### src/rtl/fetch_stage.sv
// fetch_stage: PC owner and imem requester for IF/ID; zero-latency ack-to-instruction path, freeze stalls consumption.
// Optional macro FETCH_BUF_EN adds a one-word hold buffer so a frozen pipeline stops refetching the same address.
`ifndef WORD_LEN
`define WORD_LEN 32
`endif

module fetch_stage #(
  parameter int                  WORD_LEN = `WORD_LEN,
  parameter logic [WORD_LEN-1:0] RESET_PC = '0,
  parameter logic [WORD_LEN-1:0] PC_STEP  = WORD_LEN'(4)
) (
  input  logic                clk,
  input  logic                rst,
  input  logic                freeze,
  input  logic                branchTaken,
  input  logic [WORD_LEN-1:0] branchAddr,
  output logic                imemReq,
  output logic [WORD_LEN-1:0] imemAddr,
  input  logic                imemAck,
  input  logic [WORD_LEN-1:0] imemData,
  output logic [WORD_LEN-1:0] PC,
  output logic [WORD_LEN-1:0] instruction,
  output logic                instrValid
);

`ifdef FETCH_BUF_EN
  typedef enum logic [1:0] {S_WAIT = 2'd0, S_DISCARD = 2'd1, S_HOLD = 2'd2} state_t;
`else
  typedef enum logic [1:0] {S_WAIT = 2'd0, S_DISCARD = 2'd1} state_t;
`endif

  state_t              r_state, w_state_nxt;
  logic [WORD_LEN-1:0] r_pc, w_pc_nxt;
  logic [WORD_LEN-1:0] r_tgt, w_tgt_nxt;
  logic [WORD_LEN-1:0] w_instr;
  logic                w_req, w_valid;
`ifdef FETCH_BUF_EN
  logic [WORD_LEN-1:0] r_buf, w_buf_nxt;
`endif

  always_ff @(posedge clk or posedge rst) begin
    if (rst) begin
      r_state <= S_WAIT;
      r_pc    <= RESET_PC;
      r_tgt   <= '0;
`ifdef FETCH_BUF_EN
      r_buf   <= '0;
`endif
    end else begin
      r_state <= w_state_nxt;
      r_pc    <= w_pc_nxt;
      r_tgt   <= w_tgt_nxt;
`ifdef FETCH_BUF_EN
      r_buf   <= w_buf_nxt;
`endif
    end
  end

  always_comb begin
    w_state_nxt = r_state;
    w_pc_nxt    = r_pc;
    w_tgt_nxt   = r_tgt;
    w_req       = 1'b1;
    w_instr     = '0;
    w_valid     = 1'b0;
`ifdef FETCH_BUF_EN
    w_buf_nxt   = r_buf;
`endif
    case (r_state)
      S_WAIT: begin
        if (imemAck) begin
          if (branchTaken) begin
            w_pc_nxt = branchAddr;
          end else begin
            w_instr = imemData;
            w_valid = 1'b1;
            if (!freeze) begin
              w_pc_nxt = r_pc + PC_STEP;
            end
`ifdef FETCH_BUF_EN
            else begin
              w_buf_nxt   = imemData;
              w_state_nxt = S_HOLD;
            end
`endif
          end
        end else if (branchTaken) begin
          w_tgt_nxt   = branchAddr;
          w_state_nxt = S_DISCARD;
        end
      end
      // The in-flight request to the stale address must complete before redirecting.
      S_DISCARD: begin
        if (branchTaken) begin
          w_tgt_nxt = branchAddr;
        end
        if (imemAck) begin
          w_pc_nxt    = branchTaken ? branchAddr : r_tgt;
          w_state_nxt = S_WAIT;
        end
      end
`ifdef FETCH_BUF_EN
      S_HOLD: begin
        w_req = 1'b0;
        if (branchTaken) begin
          w_pc_nxt    = branchAddr;
          w_state_nxt = S_WAIT;
        end else begin
          w_instr = r_buf;
          w_valid = 1'b1;
          if (!freeze) begin
            w_pc_nxt    = r_pc + PC_STEP;
            w_state_nxt = S_WAIT;
          end
        end
      end
`endif
      default: w_state_nxt = S_WAIT;
    endcase
  end

  assign imemReq     = w_req & ~rst;
  assign imemAddr    = r_pc;
  assign PC          = r_pc + PC_STEP;
  assign instruction = rst ? '0 : w_instr;
  assign instrValid  = w_valid & ~rst;

endmodule

### config.mk
export PLATFORM = sky130hd
export DESIGN_NAME = fetch_stage
export DESIGN_NICKNAME = d
export VERILOG_FILES = /design/src/rtl/fetch_stage.sv
export SDC_FILE = /design/constraint.sdc
export NUM_CORES = 1
export LEC_CHECK = 0
export BUFFER_PORTS_ARGS = -buffer_cell sky130_fd_sc_hd__buf_2
export CELL_PAD_IN_SITES_DETAIL_PLACEMENT = 1
export CELL_PAD_IN_SITES_GLOBAL_PLACEMENT = 1
export CORE_ASPECT_RATIO = 1.2
export CORE_MARGIN = 3
export CORE_UTILIZATION = 38
export DETAILED_ROUTE_END_ITERATION = 10
export PLACE_DENSITY = 0.87
export REMOVE_ABC_BUFFERS = 1
export SYNTH_ARGS = -nofsm -noshare
export SYNTH_HDL_FRONTEND = slang
export SYNTH_SLANG_ARGS = --single-unit
### constraint.sdc
create_clock -name clk -period 6.05 [get_ports clk]
set_clock_uncertainty 0.15 [all_clocks]
set_input_delay 0.9075 -clock clk [delete_from_list [all_inputs] [get_ports clk]]
set_output_delay 0.9075 -clock clk [all_outputs]
set_load 0.005 [all_outputs]
# Yosys cells after proc, flatten, opt, wreduce, memory -nomap -nowiden

Cells that the tools add are included.

Register bits: 66
Input bits: 69
Output and inout bits: 98
Logic and storage cells: 36

Add/sub/neg operators: 1
Equality and inequality tests: 6
Mux-type cells: 19
Bitwise operators: 2
Reductions and logical operators: 5

Operator list:

| kind                                                                  | count |
|---|---|
| 32-bit two-way mux                                                    | 10 |
| 32-bit case mux with 2 select lines                                   | 2 |
| 32-bit by 3-bit adder with 32-bit output, second input constant       | 1 |
| 2-bit inequality test, second input constant                          | 4 |
| 2-bit two-way mux                                                     | 3 |
| 2-bit case mux with 2 select lines                                    | 1 |
| 4-bit AND reduction                                                   | 1 |
| 1-bit two-way mux                                                     | 3 |
| 3-bit inequality test, second input constant                          | 1 |
| 3-bit AND reduction                                                   | 1 |
| 2-bit by 1-bit equality test with 1-bit output, second input constant | 1 |
| 2-bit zero test                                                       | 1 |
| 2-bit AND reduction                                                   | 1 |
| 2-bit nonzero test                                                    | 1 |
| 1-bit AND                                                             | 1 |
| 1-bit NOT                                                             | 1 |

# Logic depth before layout (Yosys ltp)

Gate-level depths: netlist of the first run.

Depth in word-level cells: 5
Depth in mapped cells: 8
Depth with buffers taken out: 6

# Least setup slack after synthesis of the first run

OpenSTA, ideal clock, no wires.

Kind: input to output
Start point: input rst
End point: output imemReq
Arrival: 2279 ps
Data required time: 4992 ps
Slack: 2713 ps
Stages: 1
Buffers on the path: 0
Cell sequence: inv_1

Longest elaborated chain between the ends: 1

Ends and longest elaborated chain:

| element            | RTL line | source |
|---|---|---|
| start: declaration | 13       | `input logic rst,` |
| 1-bit NOT          | 122      | `assign imemReq = w_req & ~rst;` |
| end: declaration   | 17       | `output logic imemReq,` |

No other way between the ends.

# Final worst setup path of the first run

Start point: input branchTaken
End point: output instruction[19]

Longest elaborated chain between the ends: 4

Ends and longest elaborated chain:

| element            | RTL line | source |
|---|---|---|
| start: declaration | 15       | `input logic branchTaken,` |
| 32-bit two-way mux | 72       | `if (branchTaken) begin` |
| 32-bit two-way mux | 71       | `if (imemAck) begin` |
| 32-bit two-way mux | 69       | `case (r_state)` |
| 32-bit two-way mux | 125      | `assign instruction = rst ? '0 : w_instr;` |
| end: declaration   | 22       | `output logic [WORD_LEN-1:0] instruction,` |

No other way between the ends.

==> results.md, run 1 <==
* Synthesized area at 4125 µm²
* Reg2Reg Depth at 5
* Most frequent cells after synthesis: dfrtp_1, o21ai_0, and2_1, mux2_2, nand2_1
* Crit-path cells: buf_2 > inv_1 > buf_4 > nand2_2 > nor3_2 > buf_4 > and2_1 > buf_2
* Hold_sp: r_tgt[17]
* Gr usage total at 24.91%
* Reg clk slew, reported paths at 0.05 ns
* R2R setup slack at 3.32 ns
* Vias in the first global route at 4484
* Overflow after GRT at 0
* Drt pass-1 iters at 5
* DRC at 0
* Hold bufs inserted after CTS at 0
* Cell family with most CP delay: buffers and inverters
* Pleak at 2.611 nW
* Switch share at 40.88%
* Clk sink count at 65
* Hold Path Stages at 1
* CP Max Fanout at 41
* Port buffer count at 166
* Period utilization at 68.16%
* Synth Warn # at 0
* CTS tree: done
* Rel. slew slack at 28.33%
* Cts repair resizes at 0
* P per Cell Area at 428.7 nW/µm²
* Row count at 41
* CTS buffer count at 9
* Hold Vio Cnt, Final at 0
* CORE AREA at 10570 µm²
* Die height at 120.1 µm
* Asr flop ratio synth at 100.0%
* Maximum vdd drop at 188.2 µV
* Comb power frac at 41.6%
* Largest cells by area after synthesis: dfrtp_1, mux2_2, and2_1
* Area Overhead vs Synth at 28.51%
* Postcts setup bufs at 0
* Post-Route Utilization at 50.17%
* Via density at 5.787
* Most numerous cell in the Yosys netlist: dfrtp_1
* Clock latency on the worst-skew pair at 0.33 ns
* Pint at 1.344 mW
* Worst Setup End Kind: output pin
* Syn Inst Count at 453
* Die area at 12150 µm²
* Status: complete, no violations
* RSZ-0062 raised after global routing: no
* Reg-to-reg endpoint: imemAddr[26]
* Clock Tree Buf Depth at 2
* Part of the power in the clock network at 21.5%
* Initial Util at 39.04%
* Startpoint types: primary input
* Synthesized flop and latch total at 65
* CTS Root Cell: clkbuf_16
* Die width at 101.1 µm
* Fin Setup TNS at 0 ns
* Avg WL per Cell at 20.66 µm
* Worst path bufs/invs at 5
* Sw Pwr at 0.9293 mW
* Count of cell types in the netlist at 49
* Flop pwr share at 37.0%
* Iter 0 DRT Violations at 206
* First-pass GRT wire length at 23830 µm
* Initial antenna violation count at 2
* Worst EP arrival at 3.07 ns
* Final Net Count at 673
* Slew Viols, Final at 0
* Post-synth EDFFs at 0
* GPL Wtd Cong at 0.8418
* Post-synth top area share at 39.43%
* Antenna Nets Post-Route at 0
* Worst Tran Pin Value at 1.075 ns
* Post-DP HPWL at 10970 µm
* Setup Viol. Count Final at 0
* IO Count at 167
* Max stage delay on crit path at 0.60 ns
* Avg Inst Size Synth at 9.106 µm²
* Fmax at 0.2425 GHz
* Worst hold-check path type: reg2reg
* Sequential fraction of the synthesis area at 39.43%
* Library cell with the largest summed area after synthesis: dfrtp_1
* CP Class: in2out
* Final-layout fill cell count at 1293
* Vias at 4259
* Layout cells sized above 1 at 38.18%
* Final WL at 15200 µm
* Post-route minimum period at 4.124 ns
* Prevailing post-synth register cell: dfrtp_1
* Crit path max-delay cell type: buf_2
* Critical Path RT at 4.99 ns
* Reg2Reg Launch Point: imemAddr[13]
* Max_cap viols at 0
* H-tree Lvls at 3
* Largest net degree at the start of global routing at 42
* Hold Path End: r_tgt[17]
==> sequential cells by signal (all words and copies together), names as in the netlist <==
signal	flops
r_tgt	32
r_state	1
imemAddr	32
==> stage by stage <==
stage,cells,area [µm²],power [mW],setup slack (ns),hold WS [ns]
after global routing,736,5301,2.431,1.728,0.3628
after global placement,718,5021,1.725,2.044,0.3314
after CTS,734,5296,2.287,1.966,0.3519
final,736,5301,2.273,1.926,0.3521
after floorplan,416,3959,1.301,1.850,0.3222
after detailed placement,718,5021,1.785,1.973,0.3405
==> cell type report <==
class / instances / area, µm² / area share, %
Antenna cell: 2 / 5.005 / 0.09441
Inverter: 13 / 48.80 / 0.9205
Clock inverter: 3 / 15.01 / 0.2832
Clock buffer: 13 / 260.3 / 4.909
Timing Repair Buffer: 173 / 883.3 / 16.66
Multi-Input combinational cell: 338 / 2301 / 43.40
Tap cell: 129 / 161.4 / 3.045
Sequential cell: 65 / 1627 / 30.68
==> per-layer routing <==
metal / track usage [%] / part of all wire [%]
met3: 3.605 / 7.9
met2: 45.46 / 53
met1: 28.08 / 36
met5: 0 / 0
met4: 11.06 / 2.5
==> how the worst max path moves through the flow <==
stage | start | endpoint | slack [ns] | cells past startpoint
floorplan | branchTaken | instruction[0] | 1.85 | 4
global placement | branchTaken | instruction[7] | 2.04 | 8
detailed placement | branchTaken | instruction[19] | 1.97 | 8
CTS | branchTaken | instruction[19] | 1.97 | 8
global route | branchTaken | instruction[19] | 1.73 | 8
finish | branchTaken | instruction[19] | 1.93 | 8
==> cells by family (layout without fill, tap and decap cells) <==
group / count (synthesis) / in the layout / share of synthesized area, %
mux: 36 / 36 / 9.706
other cells: 0 / 2 / 0
simple gates: 154 / 154 / 20.32
compound gates: 116 / 116 / 18.17
buf+inv: 50 / 202 / 5.216
xor+xnor: 28 / 28 / 5.945
fa+ha+maj: 4 / 4 / 1.213
flops: 65 / 65 / 39.43
==> power by group through the flow <==
stage	clock [mW]	combinational, mW	sequential (mW)
floorplan	0	0.494	0.807
global placement	0	0.901	0.825
detailed placement	0	0.944	0.842
CTS	0.491	0.959	0.838
global route	0.513	1.05	0.871
finish	0.489	0.944	0.840
==> placed cells by master (no fill, tap or decap), types with 3 or more instances in the layout <==
cell / count
o22ai_1: 9
a221oi_1: 6
dfrtp_1: 65
mux2i_1: 4
inv_1: 11
nor2_1: 20
o2bb2ai_1: 7
o21ai_0: 35
a31oi_1: 3
xor2_1: 12
ha_1: 4
and3_1: 25
o31a_1: 7
clkinv_2: 3
a21oi_1: 31
buf_2: 166
nand2_1: 32
xnor2_1: 16
mux2_2: 32
nand3_1: 16
buf_4: 7
and4_1: 3
nor4_1: 5
and2_1: 34
clkbuf_16: 9
nand4_1: 6
(Power assumes the default switching activity.)
==> run 2, diff against run 1 <==
--- a/config.mk
+++ b/config.mk
@@ -10,9 +10,9 @@
 export CELL_PAD_IN_SITES_GLOBAL_PLACEMENT = 1
 export CORE_ASPECT_RATIO = 1.2
 export CORE_MARGIN = 3
-export CORE_UTILIZATION = 38
+export CORE_UTILIZATION = 36
 export DETAILED_ROUTE_END_ITERATION = 10
-export PLACE_DENSITY = 0.87
+export PLACE_DENSITY = 0.83
 export REMOVE_ABC_BUFFERS = 1
 export SYNTH_ARGS = -nofsm -noshare
 export SYNTH_HDL_FRONTEND = slang
==> constraint.sdc (replaced) <==
create_clock -name clk -period 4 [get_ports clk]
set_clock_uncertainty 0.15 [all_clocks]
set_input_delay 0.6 -clock clk [delete_from_list [all_inputs] [get_ports clk]]
set_output_delay 0.6 -clock clk [all_outputs]
set_load 0.005 [all_outputs]
==> results.md, run 2 (same netlist as run 1, synthesis figures left out) <==
* H-tree Lvls at 3
* First-pass GRT wire length at 24070 µm
* Die area at 12790 µm²
* Row count at 42
* Drt pass-1 iters at 4
* Most frequent cells in the layout: buf_2, dfrtp_1, o21ai_0
* Part of the power in the clock network at 24.3%
* Port buffer count at 166
* CORE AREA at 11090 µm²
* Area Overhead vs Synth at 31.03%
* Final non-filler cell total at 761
* Clock latency on the worst-skew pair at 0.33 ns
* Flop pwr share at 35.7%
* Layout cells sized above 1 at 38.71%
* Post-Layout Inst Area at 5405 µm²
* DP Area at 5075 µm²
* CTS buffer count at 9
* Pint at 2.164 mW
* Worst hold-check path type: reg2reg
* R2R setup slack at 1.16 ns
* Maximum vdd drop at 288.9 µV
* Comb power frac at 40.0%
* CP Max Fanout at 9
* Setup Viol. Count Final at 0
* Reg clk slew, reported paths at 0.05 ns
* Total power at 3.584 mW
* Vias at 4266
* DRC at 0
* Hold Path End: r_tgt[8]
* Clk sink count at 65
* CP Class: reg2out
* Worst hold slack at 0.3552 ns
* CTS tree: done
* CP Launch Point: imemAddr[12]
* Reg2Reg Launch Point: r_state[0]
* Post-route minimum period at 3.573 ns
* Post-DP HPWL at 11150 µm
* Sw Pwr at 1.420 mW
* Reg-to-reg endpoint: imemAddr[27]
* Final Net Count at 675
* Fin Setup TNS at 0 ns
* Largest net degree at the start of global routing at 66
* Vias in the first global route at 4489
* Initial antenna violation count at 0
* Hold Vio Cnt, Final at 0
* Cell family with most CP delay: simple AND/OR/NAND/NOR gates
* Clock Tree Buf Depth at 2
* Switch share at 39.63%
* Hold bufs inserted after CTS at 0
* RSZ-0062 raised after global routing: no
* GPL Wtd Cong at 0.8316
* Crit-path cells: nand4_2 > or4_1 > or3_1 > nor2_1 > xor2_1 > buf_2
* Postcts setup bufs at 0
* Period utilization at 89.33%
* ANT cells at 0
* Die width at 103.7 µm
* Rel. slew slack at 30.57%
* Avg WL per Cell at 19.87 µm
* Fmax at 0.2799 GHz
* Worst Tran Pin Value at 1.038 ns
* Initial Util at 37.20%
* Status: complete, no violations
* Worst Setup End Kind: output pin
* Hold Path Stages at 1
* Most common cell after layout, fill and taps aside: buf_2
* Max stage delay on crit path at 0.73 ns
* P per Cell Area at 663.1 nW/µm²
* Final WL at 15120 µm
* Worst EP arrival at 2.82 ns
* Reg2Reg Depth at 5
* Placed cells at 745
* Via density at 5.606
* Worst path bufs/invs at 1
* IO Count at 167
* CTS Root Cell: clkbuf_16
* Antenna Nets Post-Route at 0
* Critical Path RT at 3.25 ns
* Hold_sp: r_tgt[8]
* Overflow after GRT at 0
* Gr usage total at 23.87%
* Cts repair resizes at 0
* Slew Viols, Final at 0
* Pleak at 2.646 nW
* Max_cap viols at 0
* Startpoint types: flip-flop
* Crit path max-delay cell type: or4_1
* Iter 0 DRT Violations at 264
* Die height at 123.3 µm
## run 2: cell count changes in the layout (fill, tap and decap cells not counted), sizes merged
cell      delta
clkinv       -1
bufinv       +2
clkinvlp     +1
diode        -2
clkbuf       -2
buf          +2
## run 2: worst reg2reg max path, stage by stage (launching register included)
cell and delay [ns]:
dfrtp_1 0.39, nor2_1 0.79, a211o_1 0.80, buf_4 0.33, a21oi_1 0.08, o22ai_1 0.21
## run 2: how the worst max path moves through the flow
stage	depth (start not counted)	end	slack [ns]
finish	6	PC[31]	0.43
global route	5	PC[28]	0.30
CTS	5	PC[28]	0.45
detailed placement	6	imemAddr[30]	0.81
global placement	6	PC[31]	0.88
floorplan	4	instruction[0]	0.41
## run 2: power groups by stage
stage	Clock [mW]	Sequential (mW)	Combinational [mW]
after CTS	0.885	1.27	1.45
after floorplan	0	1.22	0.747
after global placement	0	1.26	1.38
after detailed placement	0	1.28	1.44
final	0.872	1.28	1.43
after global routing	0.914	1.32	1.59
## run 2: layer usage
metal | GRT usage [%] | vias to the layer above | share of wire, %
met5 | 0 | - | 0
met3 | 6.893 | 24 | 8.9
li1 | - | 1927 | -
met4 | 9.227 | 0 | 2.0
met2 | 42.76 | 202 | 50
met1 | 27.19 | 2113 | 39
## run 2: final cells by class
| cell class | instances | area, µm² |
|---|---|---|
| clock buffer | 11 | 252.7 |
| clock inverter | 5 | 77.57 |
| fill | 1358 | 5683 |
| inverter | 13 | 48.80 |
| multi-input combinational | 338 | 2296 |
| sequential | 65 | 1627 |
| tap | 154 | 192.7 |
| timing repair buffer | 175 | 910.9 |
## run 2: metrics by stage
step	worst slack (ns)	util, %
global placement	0.8793	45.77
finish	0.4268	48.75
floorplan	0.4149	-
detailed placement	0.8136	45.77
CTS	0.4527	48.75
global route	0.2988	48.75
